===== src/rtl/pipeline_hazard_controller.sv =====
// Pipeline hazard controller: freezes the pipe on memory busy, flushes on taken branches,
// inserts one bubble on load-use, and keeps saturating stall/flush performance counters.
module pipeline_hazard_controller #(
    parameter int CNT_W = 8
) (
    input  logic             clk,
    input  logic             rst,
    input  logic [2:0]       idR1Address,
    input  logic [2:0]       idR2Address,
    input  logic             idUseR1,
    input  logic             idUseR2,
    input  logic [2:0]       exDest,
    input  logic             exRegWrite,
    input  logic             exRegWriteDataSel,
    input  logic             exBranchTaken,
    input  logic             memBusy,
    output logic             pcEnb,
    output logic             ifIdEnb,
    output logic             idExEnb,
    output logic             ifIdFlush,
    output logic             idExFlush,
    output logic             hazState,
    output logic [CNT_W-1:0] stallCycles,
    output logic [CNT_W-1:0] flushCount
);

    typedef enum logic {
        RUN  = 1'b0,
        HOLD = 1'b1
    } haz_state_e;

    localparam logic [CNT_W-1:0] CNT_MAX = {CNT_W{1'b1}};
    localparam logic [CNT_W-1:0] CNT_ONE = CNT_W'(1);

    haz_state_e       state_q, state_d;
    logic             pend_flush_q, pend_flush_d;
    logic [CNT_W-1:0] stall_q, stall_d;
    logic [CNT_W-1:0] flush_cnt_q, flush_cnt_d;
    logic             load_use_s;
    logic             stall_inc_s;
    logic             flush_inc_s;

    assign load_use_s = exRegWrite & exRegWriteDataSel &
                        ((idUseR1 & (idR1Address == exDest)) |
                         (idUseR2 & (idR2Address == exDest)));

    // Hazard priority decode: memBusy > flush > load-use > normal; outputs forced low in reset
    always_comb begin
        pcEnb        = 1'b0;
        ifIdEnb      = 1'b0;
        idExEnb      = 1'b0;
        ifIdFlush    = 1'b0;
        idExFlush    = 1'b0;
        state_d      = state_q;
        pend_flush_d = pend_flush_q;
        stall_inc_s  = 1'b0;
        flush_inc_s  = 1'b0;
        if (!rst) begin
            state_d      = RUN;
            pend_flush_d = 1'b0;
        end else if (memBusy) begin
            // A branch resolving during a freeze must survive until the pipe moves again
            state_d      = HOLD;
            pend_flush_d = pend_flush_q | exBranchTaken;
            stall_inc_s  = 1'b1;
        end else if (exBranchTaken | pend_flush_q) begin
            pcEnb        = 1'b1;
            ifIdEnb      = 1'b1;
            idExEnb      = 1'b1;
            ifIdFlush    = 1'b1;
            idExFlush    = 1'b1;
            state_d      = RUN;
            pend_flush_d = 1'b0;
            flush_inc_s  = 1'b1;
        end else if (load_use_s) begin
            idExEnb      = 1'b1;
            idExFlush    = 1'b1;
            state_d      = RUN;
            stall_inc_s  = 1'b1;
        end else begin
            pcEnb        = 1'b1;
            ifIdEnb      = 1'b1;
            idExEnb      = 1'b1;
            state_d      = RUN;
        end
    end

    // Saturating next-state for both performance counters
    always_comb begin
        stall_d     = stall_q;
        flush_cnt_d = flush_cnt_q;
        if (stall_inc_s && (stall_q != CNT_MAX)) begin
            stall_d = stall_q + CNT_ONE;
        end else begin
            stall_d = stall_q;
        end
        if (flush_inc_s && (flush_cnt_q != CNT_MAX)) begin
            flush_cnt_d = flush_cnt_q + CNT_ONE;
        end else begin
            flush_cnt_d = flush_cnt_q;
        end
    end

    // State, pending-flush flag and counter registers
    always_ff @(posedge clk or negedge rst) begin
        if (!rst) begin
            state_q      <= RUN;
            pend_flush_q <= 1'b0;
            stall_q      <= '0;
            flush_cnt_q  <= '0;
        end else begin
            state_q      <= state_d;
            pend_flush_q <= pend_flush_d;
            stall_q      <= stall_d;
            flush_cnt_q  <= flush_cnt_d;
        end
    end

    assign hazState    = state_q;
    assign stallCycles = stall_q;
    assign flushCount  = flush_cnt_q;

endmodule


===== config.mk =====
export PLATFORM = sky130hd
export DESIGN_NAME = pipeline_hazard_controller
export DESIGN_NICKNAME = d
export VERILOG_FILES = /design/src/rtl/pipeline_hazard_controller.sv
export SDC_FILE = /design/constraint.sdc
export NUM_CORES = 1
export LEC_CHECK = 0
export ABC_AREA = 1
export CORE_MARGIN = 1
export CORE_UTILIZATION = 48
export DETAILED_ROUTE_END_ITERATION = 7
export MAX_ROUTING_LAYER = met4
export PLACE_DENSITY_LB_ADDON = 0.1
export SLEW_MARGIN = 30
export SYNTH_ARGS = -nofsm -noshare
export SYNTH_HDL_FRONTEND = slang
export SYNTH_SLANG_ARGS = --single-unit

===== constraint.sdc =====
create_clock -name clk -period 3.4 [get_ports clk]
set_input_delay 0.34 -clock clk [delete_from_list [all_inputs] [get_ports clk]]
set_output_delay 0.34 -clock clk [all_outputs]
set_load 0.01 [all_outputs]

==> impl_results.md, run 1 <==
- Status: finished clean
- Sink count of the clock tree: 18
- Post-CTS Repair Setup Buffers: 0
- Setup repair after global routing missed its margin: no
- Largest net degree at the start of global routing: 24
- Headroom to the max-slew limit: roughly 70%
- Hold crit path type: in -> async
- Clock Skews: around 0.00097 ns
- CTS max path bufs: 2
- Cell with the most instances after synthesis: sky130_fd_sc_hd__nand2_1
- Clock root buffer: sky130_fd_sc_hd__clkbuf_4
- Flip-flop and latch count after synthesis: 18
- Worst Setup Path Type: in -> out
- Leading cell types by count after synthesis: sky130_fd_sc_hd__nand2_1 (49), sky130_fd_sc_hd__inv_1 (23), sky130_fd_sc_hd__dfrtp_1 (18), sky130_fd_sc_hd__nand3_1 (13), sky130_fd_sc_hd__nor2_1 (12)
- Highest Clock Rate: approximately 420 MHz
- Fraction of the mapped netlist area in adder cells: 2.27%
- Largest fanout of any net on the critical path: 4
- Simple-gate area share of the yosys netlist: between 30% and 40%
- Routability congestion estimate: 0.859
- Number of global-route vias before repair: ~1000
- Synthesized area per cell: about 7.5 um^2
- Number of standard cells after synthesis: about 150
- Register clock-pin slew on the reported worst setup and hold paths: ~0.10 ns
- Sequential fraction of the synthesis area: a little over 40%
- DR vias/cell: around 4.8
- H-tree levels: 1
- PortBufs: 38
- Cell row count: 16
- Number of nets in the synthesized netlist: roughly 170
- Worst Max-Slew Pin Slew: ~0.44 ns
- Initial antenna violation count: 0
- Number of setup violations in the final report: 0
- Internal power component: about 0.48 mW
- Part of the total power dissipated in sequential elements: about 44%
- Layout cells sized above 1: around a tenth
- Total Power: about 0.73 mW
- Biggest area consumer among synthesized cells: sky130_fd_sc_hd__dfrtp_1
- Largest family of logic cells by synthesized area: simple AND/OR/NAND/NOR gates
- X dimension of the die: around 50 um
- Antenna Violating Nets Remaining: 0
- Final wirelength: between 2000 and 2500 um
- DP Wirelength: ~1900 um
- Number of remaining DRC errors: 0
- Peak supply drop: 0.000380 V
- Global-route wire length before repair: 4160 um
- CP endpoint kind: output pin
- Fin crit share: a little over two thirds
- Async set-or-reset flop fraction in the synthesized netlist: 100%
- Die ar.: 2500 um^2
- Switching power: 0.249 mW
- Reported max-cap violation count: 0
- Combinational share of power: 37.2%
- Layout area overhead: 40.8%
- Post-CTS Resized: 0
- Detail Route met3 WL: approximately 85 um
- Total routed wire length on the met1 layer: ~1000 um
- Top layer used by detailed routing: met4
- Chip Height: approximately 50 um
- Clock latency of the later-clocked register in the worst-skew pair: approximately 0.29 ns
- Total global routing track utilization: a little under a quarter
- Cell total after placement: ~210
- Number of DRC markers after the initial detailed-route iteration: 5
- Pre-Repair DR Iteration Count: 3
- Final core utilization: between 70% and 80%
- Count of flip-flops with a built-in enable after synthesis: 0
- Initial core utilization: between 50% and 60%
- Clock share of power: between 10% and 20%
- Total negative slack: 0 ns
- Dominant register cell in the synthesized netlist: sky130_fd_sc_hd__dfrtp_1
- Synthesis warning total: 0
- Data required time of the critical path: approximately 3.1 ns
- Number of non-filler instances in the completed layout: between 200 and 250
- Via count: 1038
- Quantity of hold-fixing buffers added after cts: 0
- Total standard cell area after synthesis: 1100 um^2
- Total global routing overflow: 0
- Number of diodes: 0
- Final Hold Vio Count: 0
- CTS Buf Count: 3
- Power per cell area: 468 nW/um^2
- Portion of netlist area occupied by mux cells: 0%
- Number of distinct library cells after synthesis: 20
- Period minus WS final: approximately 2.4 ns
- Leak: between 0.7 and 0.8 nW
- XOR/XNOR Fraction of Synth Area: under 10%
- CORE AREA: ~2100 um^2
- # fillers: roughly 170
- Critical path data arrival time: ~2.0 ns
- WL per Instance: ~11 um
- Sw frac: about a third
- Kind of launch point of the worst setup path: primary input
- Synthesized-area fraction occupied by ao, oa, aoi and oai cells: less than 1%
- Max-slew violation count: 0
- I/O Pins: 39
- TritonCTS clock tree: yes
- Met2 wire length: approximately 1300 um
- Most area-consuming cells after synthesis: sky130_fd_sc_hd__dfrtp_1 (41%), sky130_fd_sc_hd__nand2_1 (17%), sky130_fd_sc_hd__inv_1 (7.8%)
- Share of Yosys cell area claimed by the top area cell type: approximately 40%
- Post-layout net count: 210
==> per-layer routing <==
layer / vias up / track usage (%)
met2: 25 / 42.8
li1: 535 / -
met3: 4 / 2.78
met5: - / -
met4: 0 / 10.0
met1: 474 / 23.4
==> stage by stage <==
stage	hold slack (ns)	area, um^2	setup slack, ns
finish	0.463	1550	1.02
CTS	0.461	1550	1.02
global route	0.489	1550	0.885
global placement	0.484	1520	1.09
floorplan	0.0444	1100	1.97
detailed placement	0.503	1520	1.03
==> state kept, by name, summed over array words and instances (netlist names) <==
signal and cells:
stallCycles 8, pend_flush_q 1, flushCount 8, hazState 1
==> final cells by class <==
class | count | area [um^2] | share of cell area (%)
tap | 27 | 33.8 | 2.17
clock buffer | 4 | 36.3 | 2.33
inverter | 24 | 90.1 | 5.80
timing repair buffer | 39 | 388 | 25.0
multi-input combinational | 105 | 556 | 35.7
sequential | 18 | 450 | 29.0
==> cell families (layout without fill, tap and decap cells) <==
logic type / after synthesis / count (layout)
DFF: 18 / 18
adders and majority gates: 2 / 2
AOI/OAI and AO/OA: 2 / 2
buffers and inverters: 25 / 67
xor gates and xnor gates: 10 / 10
and+or+nand+nor: 91 / 91
==> worst paths after layout <==
kind                             endpoint  depth (start not counted)           start  slack [ns]
hold reg to reg             flushCount[3]                          1   flushCount[3]        0.51
setup / recovery                idExFlush                         10       exDest[2]        1.02
min in group clk            flushCount[3]                          1   flushCount[3]        0.51
max in group asynchronous  stallCycles[4]                          2             rst        2.72
setup reg to reg           stallCycles[7]                          9  stallCycles[0]        1.87
hold / removal             stallCycles[6]                          2             rst        0.46
==> worst max-delay path: stages <==
cell and delay, ns:
sky130_fd_sc_hd__clkdlybuf4s50_1 0.53, sky130_fd_sc_hd__inv_1 0.05, sky130_fd_sc_hd__nand2_1 0.07, sky130_fd_sc_hd__nand2_1 0.06, sky130_fd_sc_hd__nor2_1 0.09, sky130_fd_sc_hd__nand2_1 0.07
sky130_fd_sc_hd__nand2_2 0.08, sky130_fd_sc_hd__nand2_1 0.05, sky130_fd_sc_hd__a21oi_1 0.14, sky130_fd_sc_hd__clkdlybuf4s50_1 0.55
==> placed cells by master, fill, tap and decap left out <==
cell                               n
sky130_fd_sc_hd__nand2_1          49
sky130_fd_sc_hd__clkdlybuf4s50_1  38
sky130_fd_sc_hd__inv_1            23
sky130_fd_sc_hd__dfrtp_1          18
sky130_fd_sc_hd__nand3_1          13
sky130_fd_sc_hd__nor2_1           12
sky130_fd_sc_hd__xor2_1            6
sky130_fd_sc_hd__nand2_2           4
sky130_fd_sc_hd__nand3_2           4
sky130_fd_sc_hd__xnor2_1           4
sky130_fd_sc_hd__nand4_1           3
sky130_fd_sc_hd__clkbuf_4          3
sky130_fd_sc_hd__nor2_4            2
sky130_fd_sc_hd__ha_1              2
sky130_fd_sc_hd__a21oi_1           1
sky130_fd_sc_hd__nand2_4           1
sky130_fd_sc_hd__inv_2             1
sky130_fd_sc_hd__nor2_2            1
sky130_fd_sc_hd__o21ai_0           1
sky130_fd_sc_hd__nor3_1            1
sky130_fd_sc_hd__nor3_2            1
sky130_fd_sc_hd__clkbuf_8          1
sky130_fd_sc_hd__buf_4             1
==> power by group through the flow <==
stage / clock network, mW / logic (mW) / registers, mW
2_1_floorplan: 0 / 0.105 / 0.340
3_3_place_gp: 0 / 0.263 / 0.324
3_5_place_dp: 0 / 0.273 / 0.326
4_1_cts: 0.139 / 0.274 / 0.323
5_1_grt: 0.144 / 0.298 / 0.332
6_report: 0.134 / 0.270 / 0.323
Power figures use the tool's default switching activity.
==> run 2, diff against run 1 <==
CORE_UTILIZATION = 44   (was 48)
clock period = 2.3 ns   (was 3.4 ns; I/O delays follow)
==> impl_results.md, run 2 (synthesized netlist as in run 1, its figures left out) <==
- Status: finished clean (unchanged)
- Routability congestion estimate: 0.752 (was 0.859)
- Cell row count: 17 (was 16)
- PortBufs: 38 (unchanged)
- Clock latency of the later-clocked register in the worst-skew pair: 0.30 ns (was 0.29 ns)
- Global routing met1 resource utilization: 23.0% (was 23.4%)
- Number of setup violations in the final report: 0 (unchanged)
- Via count: 1056 (was 1038)
- Layout area overhead: 41.6% (was 40.8%)
- # fillers: 201 (was 173)
- TritonCTS clock tree: yes (unchanged)
- Pre-Repair DR Iteration Count: 4 (was 3)
- I/O Pins: 39 (unchanged)
- M2 GR Usage: 34.6% (was 42.8%)
- CTS Buf Count: 3 (unchanged)
- Post-layout net count: 211 (was 210)
- Quantity of hold-fixing buffers added after cts: 0 (unchanged)
- Total Power: 1.07 mW (was 0.727 mW)
- X dimension of the die: 52.1 um (was 50.0 um)
- Number of diodes: 0 (unchanged)
- Met3 track demand over resource in global routing: 3.51% (was 2.78%)
- WL per Instance: 10.5 um (was 11.0 um)
- Kind of launch point of the worst setup path: primary input (unchanged)
- Number of global-route vias before repair: 998 (was 1044)
- Sink count of the clock tree: 18 (unchanged)
- Total global routing track utilization: 20.5% (was 22.8%)
- Cell family with most CP delay: buffers and inverters (unchanged)
- Peak supply drop: 0.000594 V (was 0.000380 V)
- DR vias/cell: 4.82 (was 4.78)
- Antenna Violating Nets Remaining: 0 (unchanged)
- CP endpoint kind: output pin (unchanged)
- Number of DRC markers after the initial detailed-route iteration: 15 (was 5)
- Die ar.: 2710 um^2 (was 2500 um^2)
- Initial antenna violation count: 0 (unchanged)
- Largest net degree at the start of global routing: 24 (unchanged)
- Fin crit share: 91.7%
- Maximum cell stage delay along the critical path: 0.55 ns (about the same)
- Post-CTS Repair Setup Buffers: 0 (unchanged)
- Final non-filler cell area: 1560 um^2 (was 1550 um^2)
- Most common cell after layout, fill and taps aside: sky130_fd_sc_hd__nand2_1 (unchanged)
- Highest Clock Rate: roughly 470 MHz
- Final wirelength: 2290 um (was 2380 um)
- Register clock-pin slew on the reported worst setup and hold paths: 0.11 ns (was 0.10 ns)
- Clock Skews: 0.00746 ns (was 0.000971 ns)
- Max-slew violation count: 0 (unchanged)
- Global-route wire length before repair: 3950 um (was 4160 um)
- CTS max path bufs: 2 (unchanged)
- Worst Hold Slack: 0.373 ns (was 0.463 ns)
- Crit-path slowest cell: sky130_fd_sc_hd__clkdlybuf4s50_1 (unchanged)
- Worst Max-Slew Pin Slew: 0.293 ns (was 0.441 ns)
- CP Buf/Inv Count: 3 (unchanged)
- Largest fanout of any net on the critical path: 4 (unchanged)
- Hold crit path type: in -> async (unchanged)
- Leak: 0.777 nW (was 0.772 nW)
- Period minus WS final: between 2 and 2.5 ns
- Worst Setup Path Type: in -> out (unchanged)
- Initial core utilization: 48.0% (was 53.5%)
- Power per cell area: 685 nW/um^2 (was 468 nW/um^2)
- Most common cell on crit path: sky130_fd_sc_hd__nand2_1 (unchanged)
- Headroom to the max-slew limit: 80.4% (was 70.5%)
- Layout cells sized above 1: 10.5% (was 10.0%)
- Total global routing overflow: 0 (unchanged)
- Data required time of the critical path: 2.07 ns (was 3.06 ns)
- Final Hold Vio Count: 0 (unchanged)
- H-tree levels: 1 (unchanged)
- Chip Height: 52.1 um (was 50.0 um)
- CORE AREA: 2300 um^2 (was 2060 um^2)
- Post-CTS Resized: 0 (unchanged)
- Setup repair after global routing missed its margin: no (unchanged)
- Series of cell instances along the critical path: clkdlybuf4s50_1 > inv_1 > nand2_1 > nand2_1 > nor2_1 > nand2_1 > nand2_2 > nand2_1 > a21oi_1 > clkdlybuf4s50_1 (unchanged)
- Clock root buffer: sky130_fd_sc_hd__clkbuf_4 (unchanged)
- Most congested layer reported by global routing: met2 (unchanged)
- Commonest non-fill, non-tap cells in the layout: sky130_fd_sc_hd__nand2_1 (49), sky130_fd_sc_hd__clkdlybuf4s50_1 (38), sky130_fd_sc_hd__inv_1 (23) (unchanged)
- Reported max-cap violation count: 0 (unchanged)
- DP Wirelength: 1800 um (was 1910 um)
- Placed instance area: 1530 um^2 (was 1520 um^2)
- Critical path data arrival time: 1.88 ns (was 2.04 ns)
- Number of remaining DRC errors: 0 (unchanged)
- Total negative slack: 0 ns (unchanged)
-- run 2: path summary, 6_finish.rpt --
kind                       cells past startpoint              to  slack, ns      startpoint
min in group clk                               1   flushCount[7]       0.50   flushCount[7]
min reg2reg                                    1   flushCount[7]       0.50   flushCount[7]
max in group asynchronous                      2   flushCount[6]       1.70             rst
min                                            2  stallCycles[4]       0.37             rst
max reg2reg                                    9  stallCycles[7]       0.77  stallCycles[0]
max                                           10       idExFlush       0.19       exDest[0]
-- run 2: power by group --
| group | total [mW] | internal, mW | switching (mW) |
|---|---|---|---|
| clock network | 0.201 | 0.0965 | 0.105 |
| registers | 0.473 | 0.387 | 0.0864 |
| logic | 0.397 | 0.225 | 0.172 |
| total | 1.07 | 0.708 | 0.363 |
-- run 2: area by class of cell --
type                       instances  area [um^2]  share of cell area, %
clock buffer                       4         36.3                   2.32
inverter                          24         90.1                   5.76
multi-input combinational        105          556                   35.5
sequential                        18          450                   28.8
tap                               28         35.0                   2.24
timing repair buffer              40          395                   25.3
-- run 2: layer usage --
layer | share of wire [%] | up-vias
met5 | 0 | -
met4 | 1.9 | 0
met3 | 5.0 | 5
met2 | 48 | 34
met1 | 45 | 478
li1 | - | 539
-- run 2: per-stage QoR --
stage	util, %	setup slack [ns]	instances
3_5_place_dp	66.4	0.209	215
3_3_place_gp	66.4	0.228	215
6_report	68.0	0.191	219
4_1_cts	68.0	0.194	219
5_1_grt	68.0	0.0353	219
2_1_floorplan	-	0.871	148
